## src/rtl/ase_pkg.sv

```systemverilog
// ase_pkg: CCI-P header types, data width and request/response encodings
package ase_pkg;

    localparam int CCIP_DATA_WIDTH   = 512;
    localparam int CCIP_MDATA_ID_MSB = 15;

    typedef enum logic [3:0] {
        eREQ_RDLINE_I = 4'h4,
        eREQ_RDLINE_S = 4'h5
    } t_ccip_c0_req;

    typedef enum logic [3:0] {
        eRSP_RDLINE = 4'h0,
        eRSP_UMSG   = 4'h4
    } t_ccip_c0_rsp;

    typedef struct packed {
        logic [1:0]  vc_sel;
        logic [1:0]  rsvd1;
        logic [1:0]  cl_len;
        logic [3:0]  req_type;
        logic [5:0]  rsvd0;
        logic [41:0] address;
        logic [15:0] mdata;
    } TxHdr_t;

    typedef struct packed {
        logic [1:0]  vc_used;
        logic        rsvd1;
        logic        hit_miss;
        logic [1:0]  rsvd0;
        logic [1:0]  cl_num;
        logic [3:0]  resp_type;
        logic [15:0] mdata;
    } RxHdr_t;

endpackage

```

## src/rtl/ccip_req_fifo.sv

```systemverilog
// ccip_req_fifo: per-requester header FIFO; an empty FIFO presents its write data so a push can be granted in the same cycle
module ccip_req_fifo
    import ase_pkg::*;
#(
    parameter int DEPTH = 4
)(
    input  logic                    clk,
    input  logic                    rst,
    input  logic                    i_push,
    input  TxHdr_t                  i_wr_data,
    input  logic                    i_pop,
    output TxHdr_t                  o_head,
    output logic [$clog2(DEPTH):0]  o_count,
    output logic                    o_full,
    output logic                    o_empty
);

    localparam int AW = $clog2(DEPTH);

    TxHdr_t        r_mem [DEPTH];
    logic [AW-1:0] r_wr;
    logic [AW-1:0] r_rd;
    logic [AW:0]   r_count;
    logic          w_bypass;
    logic          w_wr;
    logic          w_rd;

    assign o_empty  = (r_count == '0);
    assign o_full   = (r_count == (AW+1)'(DEPTH));
    assign o_count  = r_count;
    assign o_head   = o_empty ? i_wr_data : r_mem[r_rd];
    // a pop of an empty FIFO consumes the incoming push directly, never touching storage
    assign w_bypass = o_empty && i_pop;
    // a pop frees the slot first, so a push into a full FIFO is accepted when it is also popped
    assign w_wr     = i_push && !w_bypass && (!o_full || i_pop);
    assign w_rd     = i_pop && !o_empty;

    // pointer and occupancy bookkeeping
    always_ff @(posedge clk or posedge rst)
        if (rst) begin
            r_wr    <= '0;
            r_rd    <= '0;
            r_count <= '0;
        end else begin
            if (w_wr) r_wr <= r_wr + AW'(1);
            if (w_rd) r_rd <= r_rd + AW'(1);
            r_count <= r_count + (AW+1)'(w_wr) - (AW+1)'(w_rd);
        end

    // payload storage, no reset needed since occupancy guards every read
    always_ff @(posedge clk)
        if (w_wr) r_mem[r_wr] <= i_wr_data;

endmodule

```

## src/rtl/ccip_c0tx_arbiter.sv

```systemverilog
// ccip_c0tx_arbiter: round-robin sharing of the C0 Tx read channel with mdata ID tagging and C0 Rx response steering
module ccip_c0tx_arbiter
    import ase_pkg::*;
#(
    parameter int NUM_REQ    = 4,
    parameter int FIFO_DEPTH = 4,
    parameter int IDW        = $clog2(NUM_REQ)
)(
    input  logic                             clk,
    input  logic                             sys_reset,
    input  logic [NUM_REQ-1:0]               req_valid,
    input  TxHdr_t [NUM_REQ-1:0]             req_hdr,
    output logic [NUM_REQ-1:0]               req_almfull,
    output logic [NUM_REQ-1:0]               req_overflow,
    output TxHdr_t                           C0TxHdr,
    output logic                             C0TxRdValid,
    input  logic                             C0TxAlmFull,
    input  RxHdr_t                           C0RxHdr,
    input  logic [CCIP_DATA_WIDTH-1:0]       C0RxData,
    input  logic                             C0RxRdValid,
    output logic [NUM_REQ-1:0]               rsp_valid,
    output RxHdr_t                           rsp_hdr,
    output logic [CCIP_DATA_WIDTH-1:0]       rsp_data
);

    localparam int CW = $clog2(FIFO_DEPTH) + 1;
    localparam int PW = $clog2(NUM_REQ);

    TxHdr_t [NUM_REQ-1:0]          w_tagged;
    TxHdr_t [NUM_REQ-1:0]          w_head;
    logic [NUM_REQ-1:0][CW-1:0]    w_count;
    logic [NUM_REQ-1:0]            w_full;
    logic [NUM_REQ-1:0]            w_empty;
    logic [NUM_REQ-1:0]            w_avail;
    logic [NUM_REQ-1:0]            w_pop;
    logic                          w_found;
    logic                          w_grant;
    logic [PW-1:0]                 w_win;
    int                            w_idx;
    logic [IDW-1:0]                w_rsp_id;
    RxHdr_t                        w_rx_clr;

    logic [PW-1:0]                 r_rr;
    logic                          r_valid;
    TxHdr_t                        r_hdr;
    logic [NUM_REQ-1:0]            r_almfull;
    logic [NUM_REQ-1:0]            r_ovf;
    logic [NUM_REQ-1:0]            r_rsp_valid;
    RxHdr_t                        r_rsp_hdr;
    logic [CCIP_DATA_WIDTH-1:0]    r_rsp_data;

    function automatic TxHdr_t tag_id(input TxHdr_t h, input int id);
        tag_id = h;
        tag_id.mdata[CCIP_MDATA_ID_MSB -: IDW] = IDW'(id);
    endfunction

    for (genvar i = 0; i < NUM_REQ; i++) begin : g_fifo
        assign w_tagged[i] = tag_id(req_hdr[i], i);
        ccip_req_fifo #(.DEPTH(FIFO_DEPTH)) u_fifo (
            .clk       (clk),
            .rst       (sys_reset),
            .i_push    (req_valid[i]),
            .i_wr_data (w_tagged[i]),
            .i_pop     (w_pop[i]),
            .o_head    (w_head[i]),
            .o_count   (w_count[i]),
            .o_full    (w_full[i]),
            .o_empty   (w_empty[i])
        );
    end

    // a requester competes if it has queued work or is pushing into its empty FIFO this cycle
    assign w_avail = ~w_empty | req_valid;
    assign w_grant = w_found && !C0TxAlmFull;
    assign w_pop   = w_grant ? NUM_REQ'(1) << w_win : '0;

    // first competing requester at or after the round-robin pointer, wrapping upward
    always_comb begin
        w_found = 1'b0;
        w_win   = '0;
        w_idx   = 0;
        for (int k = 0; k < NUM_REQ; k++) begin
            w_idx = int'(r_rr) + k;
            if (w_idx >= NUM_REQ) w_idx = w_idx - NUM_REQ;
            if (!w_found && w_avail[w_idx]) begin
                w_found = 1'b1;
                w_win   = PW'(w_idx);
            end
        end
    end

    // registered channel request; header and pointer hold when nothing is granted
    always_ff @(posedge clk or posedge sys_reset)
        if (sys_reset) begin
            r_valid <= 1'b0;
            r_hdr   <= '0;
            r_rr    <= '0;
        end else begin
            r_valid <= w_grant;
            if (w_grant) begin
                r_hdr <= w_head[w_win];
                r_rr  <= (int'(w_win) == NUM_REQ - 1) ? '0 : w_win + PW'(1);
            end
        end

    // back-pressure decoded from the registered counts, sticky drop flags
    always_ff @(posedge clk or posedge sys_reset)
        if (sys_reset) begin
            r_almfull <= '0;
            r_ovf     <= '0;
        end else begin
            for (int k = 0; k < NUM_REQ; k++) begin
                r_almfull[k] <= w_count[k] >= CW'(FIFO_DEPTH - 2);
                if (req_valid[k] && w_full[k] && !w_pop[k]) r_ovf[k] <= 1'b1;
            end
        end

    assign w_rsp_id = C0RxHdr.mdata[CCIP_MDATA_ID_MSB -: IDW];

    // response header handed back with the routing ID stripped
    always_comb begin
        w_rx_clr = C0RxHdr;
        w_rx_clr.mdata[CCIP_MDATA_ID_MSB -: IDW] = '0;
    end

    // one-cycle response steering; IDs beyond the requester count are dropped
    always_ff @(posedge clk or posedge sys_reset)
        if (sys_reset) begin
            r_rsp_valid <= '0;
            r_rsp_hdr   <= '0;
            r_rsp_data  <= '0;
        end else begin
            r_rsp_valid <= (C0RxRdValid && int'(w_rsp_id) < NUM_REQ) ? NUM_REQ'(1) << w_rsp_id : '0;
            if (C0RxRdValid) begin
                r_rsp_hdr  <= w_rx_clr;
                r_rsp_data <= C0RxData;
            end
        end

    assign C0TxRdValid  = r_valid;
    assign C0TxHdr      = r_hdr;
    assign req_almfull  = r_almfull;
    assign req_overflow = r_ovf;
    assign rsp_valid    = r_rsp_valid;
    assign rsp_hdr      = r_rsp_hdr;
    assign rsp_data     = r_rsp_data;

endmodule
```

## config.mk

```make
export PLATFORM = sky130hd
export DESIGN_NAME = ccip_c0tx_arbiter
export DESIGN_NICKNAME = d
export VERILOG_FILES = /design/src/rtl/ase_pkg.sv /design/src/rtl/ccip_req_fifo.sv /design/src/rtl/ccip_c0tx_arbiter.sv
export SDC_FILE = /design/constraint.sdc
export NUM_CORES = 2
export LEC_CHECK = 0
export CAP_MARGIN = 15
export CORE_AREA = 2 2 571 573
export CTS_CLUSTER_SIZE = 14
export DETAILED_ROUTE_END_ITERATION = 6
export DIE_AREA = 0 0 573 575
export HOLD_SLACK_MARGIN = 0.05
export PLACE_DENSITY = 0.47
export SYNTH_ARGS = -nofsm -noshare
export SYNTH_HDL_FRONTEND = slang
export SYNTH_SLANG_ARGS = --single-unit
```

## constraint.sdc

```tcl
create_clock -name clk -period 51.4 [get_ports clk]
set_input_delay 12.85 -clock clk [delete_from_list [all_inputs] [get_ports clk]]
set_output_delay 12.85 -clock clk [all_outputs]
set_load 0.03 [all_outputs]
```

==> results.txt <==
I/O Buffers -> 1460
Antenna Nets Post-Route -> 0
Fmax -> 0.0554 GHz
First-pass GRT wire length -> 490 mm
Reg clk slew, reported paths -> 60 ps
Largest net degree at the start of global routing -> 152
Worst min-delay path class -> reg -> reg
Min-delay src -> C0TxHdr[54]$_DFFE_PP0N_
Drt first pass iters -> 5
RSZ-0062 raised after global routing -> false
Kind of critical path -> in -> reg
CTS tree -> built
Die Y -> 575 um
Max_slew headroom -> 26.0%
Netlist cell types -> 52
Fin nets -> 6413
Grt ovf -> 0
Post-layout min period -> 18040 ps
Post-detail-place hpwl -> 295 mm
Reg2reg setup slack -> 45300 ps
Post-synthesis sequential area ratio -> 71.5%
Hold Buf Count CTS -> 0
Yosys reg bits -> 1807
Initial core utilization -> 22.1%
Placed Instance Area -> 91200 sq um
Clock sink count -> 1807
Crit path buf inv count -> 5
Avg Cell Area, Syn -> 17.8 sq um
Vias post-DR -> 45043
Die Wd -> 573 um
Final Slew Violations -> 0
Hold path depth -> 2
FF-to-FF End -> g_fifo[3].u_fifo.r_mem[3][38]$_DFFE_PP_
Setup Buffers After CTS -> 0
Critical path's largest stage delay -> 820 ps
Slowest library cell on the worst path -> buf_4
Cell Chain, Critical Path -> clkdlybuf4s50_1, nor4_1, nor3_1, a2111o_2, buf_4, inv_6, buf_4, ha_1, nand2_1, nand3_1, and3_1, and2_4, buf_4
Layout Cells excl Fill -> 10115
Design area -> 98500 sq um
Startpoint Class -> primary input
CP Max Fanout -> 55
Most used cell, CP -> buf_4
Max VDD drop -> 40.1 uV
Layout cells sized above 1 -> 22.3%
Tcrit/Tclk final -> 35.1%
All-Layer GR Usage -> 22.7%
Total CTS buffers -> 218
Nature of the critical path endpoint -> flop
Worst setup path start -> req_valid[0]
Reg2Reg Launch Point -> g_fifo[0].u_fifo.o_count[2]$_DFF_PP0_
Syn-to-layout area delta -> 38.2%
Clk_skew -> 125 ps
CP delay by family, top -> buffers and inverters
Fraction of registers with async set/reset -> 36.2%
Crit path arrival time -> 18510 ps
Via density -> 4.45
Clock tree buffer depth -> 4
Global placement routability congestion -> 1.04
Number of global-route vias before repair -> 45727
Measured slew at the worst slew-check pin -> 1110 ps
FF-to-FF path depth -> 12
Most common cell after layout, fill and taps aside -> clkdlybuf4s50_1
Setup violations, final -> 0
# rows -> 209
Commonest cells after routing, fill and taps aside -> clkdlybuf4s50_1 (1459), edfxtp_1 (1152), dfrtp_1 (647)
Top-level I/O count -> 1471
Post-synthesis cell area -> 71300 sq um
Initial antenna violation count -> 289
Clock Latency Late Sink -> 940 ps
Number of synthesized flops with an enable pin -> 1152
H-tree depth -> 4
P_leak -> 0.0348 uW
PD cells -> 55.8 nW/um^2
Top FF cell, synth -> edfxtp_1
Status -> completed
Root buffer cell -> clkbuf_16
Hold EP -> C0TxHdr[54]$_DFFE_PP0N_
Max Cap Viol -> 0
Drt initial violations -> 3570
WP data required -> 51870 ps
Core area -> 323000 sq um
Total die area -> 329000 sq um
Final Hold Fails -> 0
DRC -> 0
Post-Synthesis Cells -> 4010
Wire per inst -> 38.0 um
Ys Warns -> 0
Final wirelength -> 384 mm
Cts repair resizes -> 0
Cell Count Post-Placement -> 9641
Fin Setup TNS -> 0 ps
## area by class of cell
class,instances,area (sq um)
diodes,65,163
flip-flops and latches,1807,51000
clock buffers,317,6150
fillers,32038,225000
well taps,4325,5410
repair buffers,1547,15300
inverters,37,156
multi-input cells,1925,19300
clock inverters,92,1030
## where the power goes
| part | switching (uW) | internal (uW) | leakage, uW | total (uW) |
|---|---|---|---|---|
| combinational | 1210 | 705 | 0.0131 | 1920 |
| sequential | 148 | 1860 | 0.0182 | 2010 |
| clock | 658 | 917 | 0.00349 | 1570 |
## metrics by stage
step                worst slack (ps)  hold WS [ps]  utilization, %  total power [uW]
floorplan                      20200           507               -              3050
global placement               32390           464            28.2              4000
detailed placement             32330           468            28.2              4020
CTS                            33240           481            30.4              5620
global route                   33150           511            30.4              5730
finish                         33360           479            30.5              5500
## metal layers
layer / share of wire [%] / global-route usage (%) / up-vias / wire length, um
met1: 38 / 26.2 / 23636 / 145000
li1: - / - / 18613 / -
met5: 0.27 / 0 / - / 1040
met4: 3.8 / 7.41 / 162 / 14500
met3: 9.9 / 9.42 / 658 / 38100
met2: 48 / 37.8 / 1974 / 185000
## how the worst max path moves through the flow
stage,endpoint,cells past startpoint
2_1_floorplan,C0TxHdr[0]$_DFFE_PP0N_,1
3_3_place_gp,g_fifo[3].u_fifo.r_mem[0][40]$_DFFE_PP_,13
3_5_place_dp,g_fifo[3].u_fifo.r_mem[1][40]$_DFFE_PP_,13
4_1_cts,g_fifo[3].u_fifo.r_mem[3][44]$_DFFE_PP_,13
5_1_grt,g_fifo[3].u_fifo.r_mem[0][44]$_DFFE_PP_,13
6_report,g_fifo[3].u_fifo.r_mem[3][38]$_DFFE_PP_,13
## synthesized netlist by cell type, drive strengths merged (2+ instances only)
| cell | n | share of area, % |
|---|---|---|
| clkbuf | 167 | 0.88 |
| and3 | 3 | 0.026 |
| edfxtp | 1152 | 49 |
| mux4 | 288 | 9.1 |
| inv | 36 | 0.19 |
| a41o | 4 | 0.056 |
| nand4 | 52 | 0.46 |
| buf | 75 | 0.47 |
| ha | 29 | 0.51 |
| dfrtp | 655 | 23 |
| o21ai | 29 | 0.20 |
| o31ai | 2 | 0.021 |
| nor3b | 2 | 0.021 |
| xnor2 | 11 | 0.14 |
| fa | 4 | 0.11 |
| or3 | 2 | 0.018 |
| xor2 | 5 | 0.061 |
| a311oi | 2 | 0.058 |
| nor2 | 8 | 0.042 |
| mux2 | 540 | 8.5 |
| mux2i | 196 | 2.8 |
| and2 | 18 | 0.16 |
| a21oi | 44 | 0.31 |
| nand3 | 252 | 1.8 |
| nor4 | 7 | 0.088 |
| a22oi | 20 | 0.21 |
| nand2 | 384 | 2.0 |
| nor3 | 8 | 0.056 |
## worst reg2reg max path, stage by stage (launching register included)
cell,delay (ps)
dfrtp_1,480
nor4_1,770
nor3_1,150
a2111o_2,430
buf_4,360
inv_6,500
buf_4,590
ha_1,380
nand2_1,130
nand3_1,110
and3_1,360
and2_4,430
buf_4,820
## sequential cells by signal (all words and copies together), names as in the netlist
register / flops
req_almfull: 4
C0TxRdValid: 1
rsp_valid: 4
C0TxHdr: 74
g_fifo.u_fifo.r_mem: 1152
req_overflow: 4
g_fifo.u_fifo.r_rd: 8
rsp_data: 512
rsp_hdr: 26
r_rr: 2
g_fifo.u_fifo.o_count: 12
g_fifo.u_fifo.r_wr: 8
## kinds of logic (layout without fill, tap and decap cells)
logic type	after synthesis	after routing	share of synthesized area [%]
multiplexers	1024	1024	20.4
AND/OR/NAND/NOR	737	737	4.69
buffers and inverters	279	1993	1.55
adder cells (fa/ha/maj)	33	33	0.621
XOR/XNOR	16	16	0.197
AO/OA/AOI/OAI	113	113	1.04
other	1	67	0.00526
flip-flops	1807	1807	71.5
No activity file was read; power rests on OpenSTA's default activity.
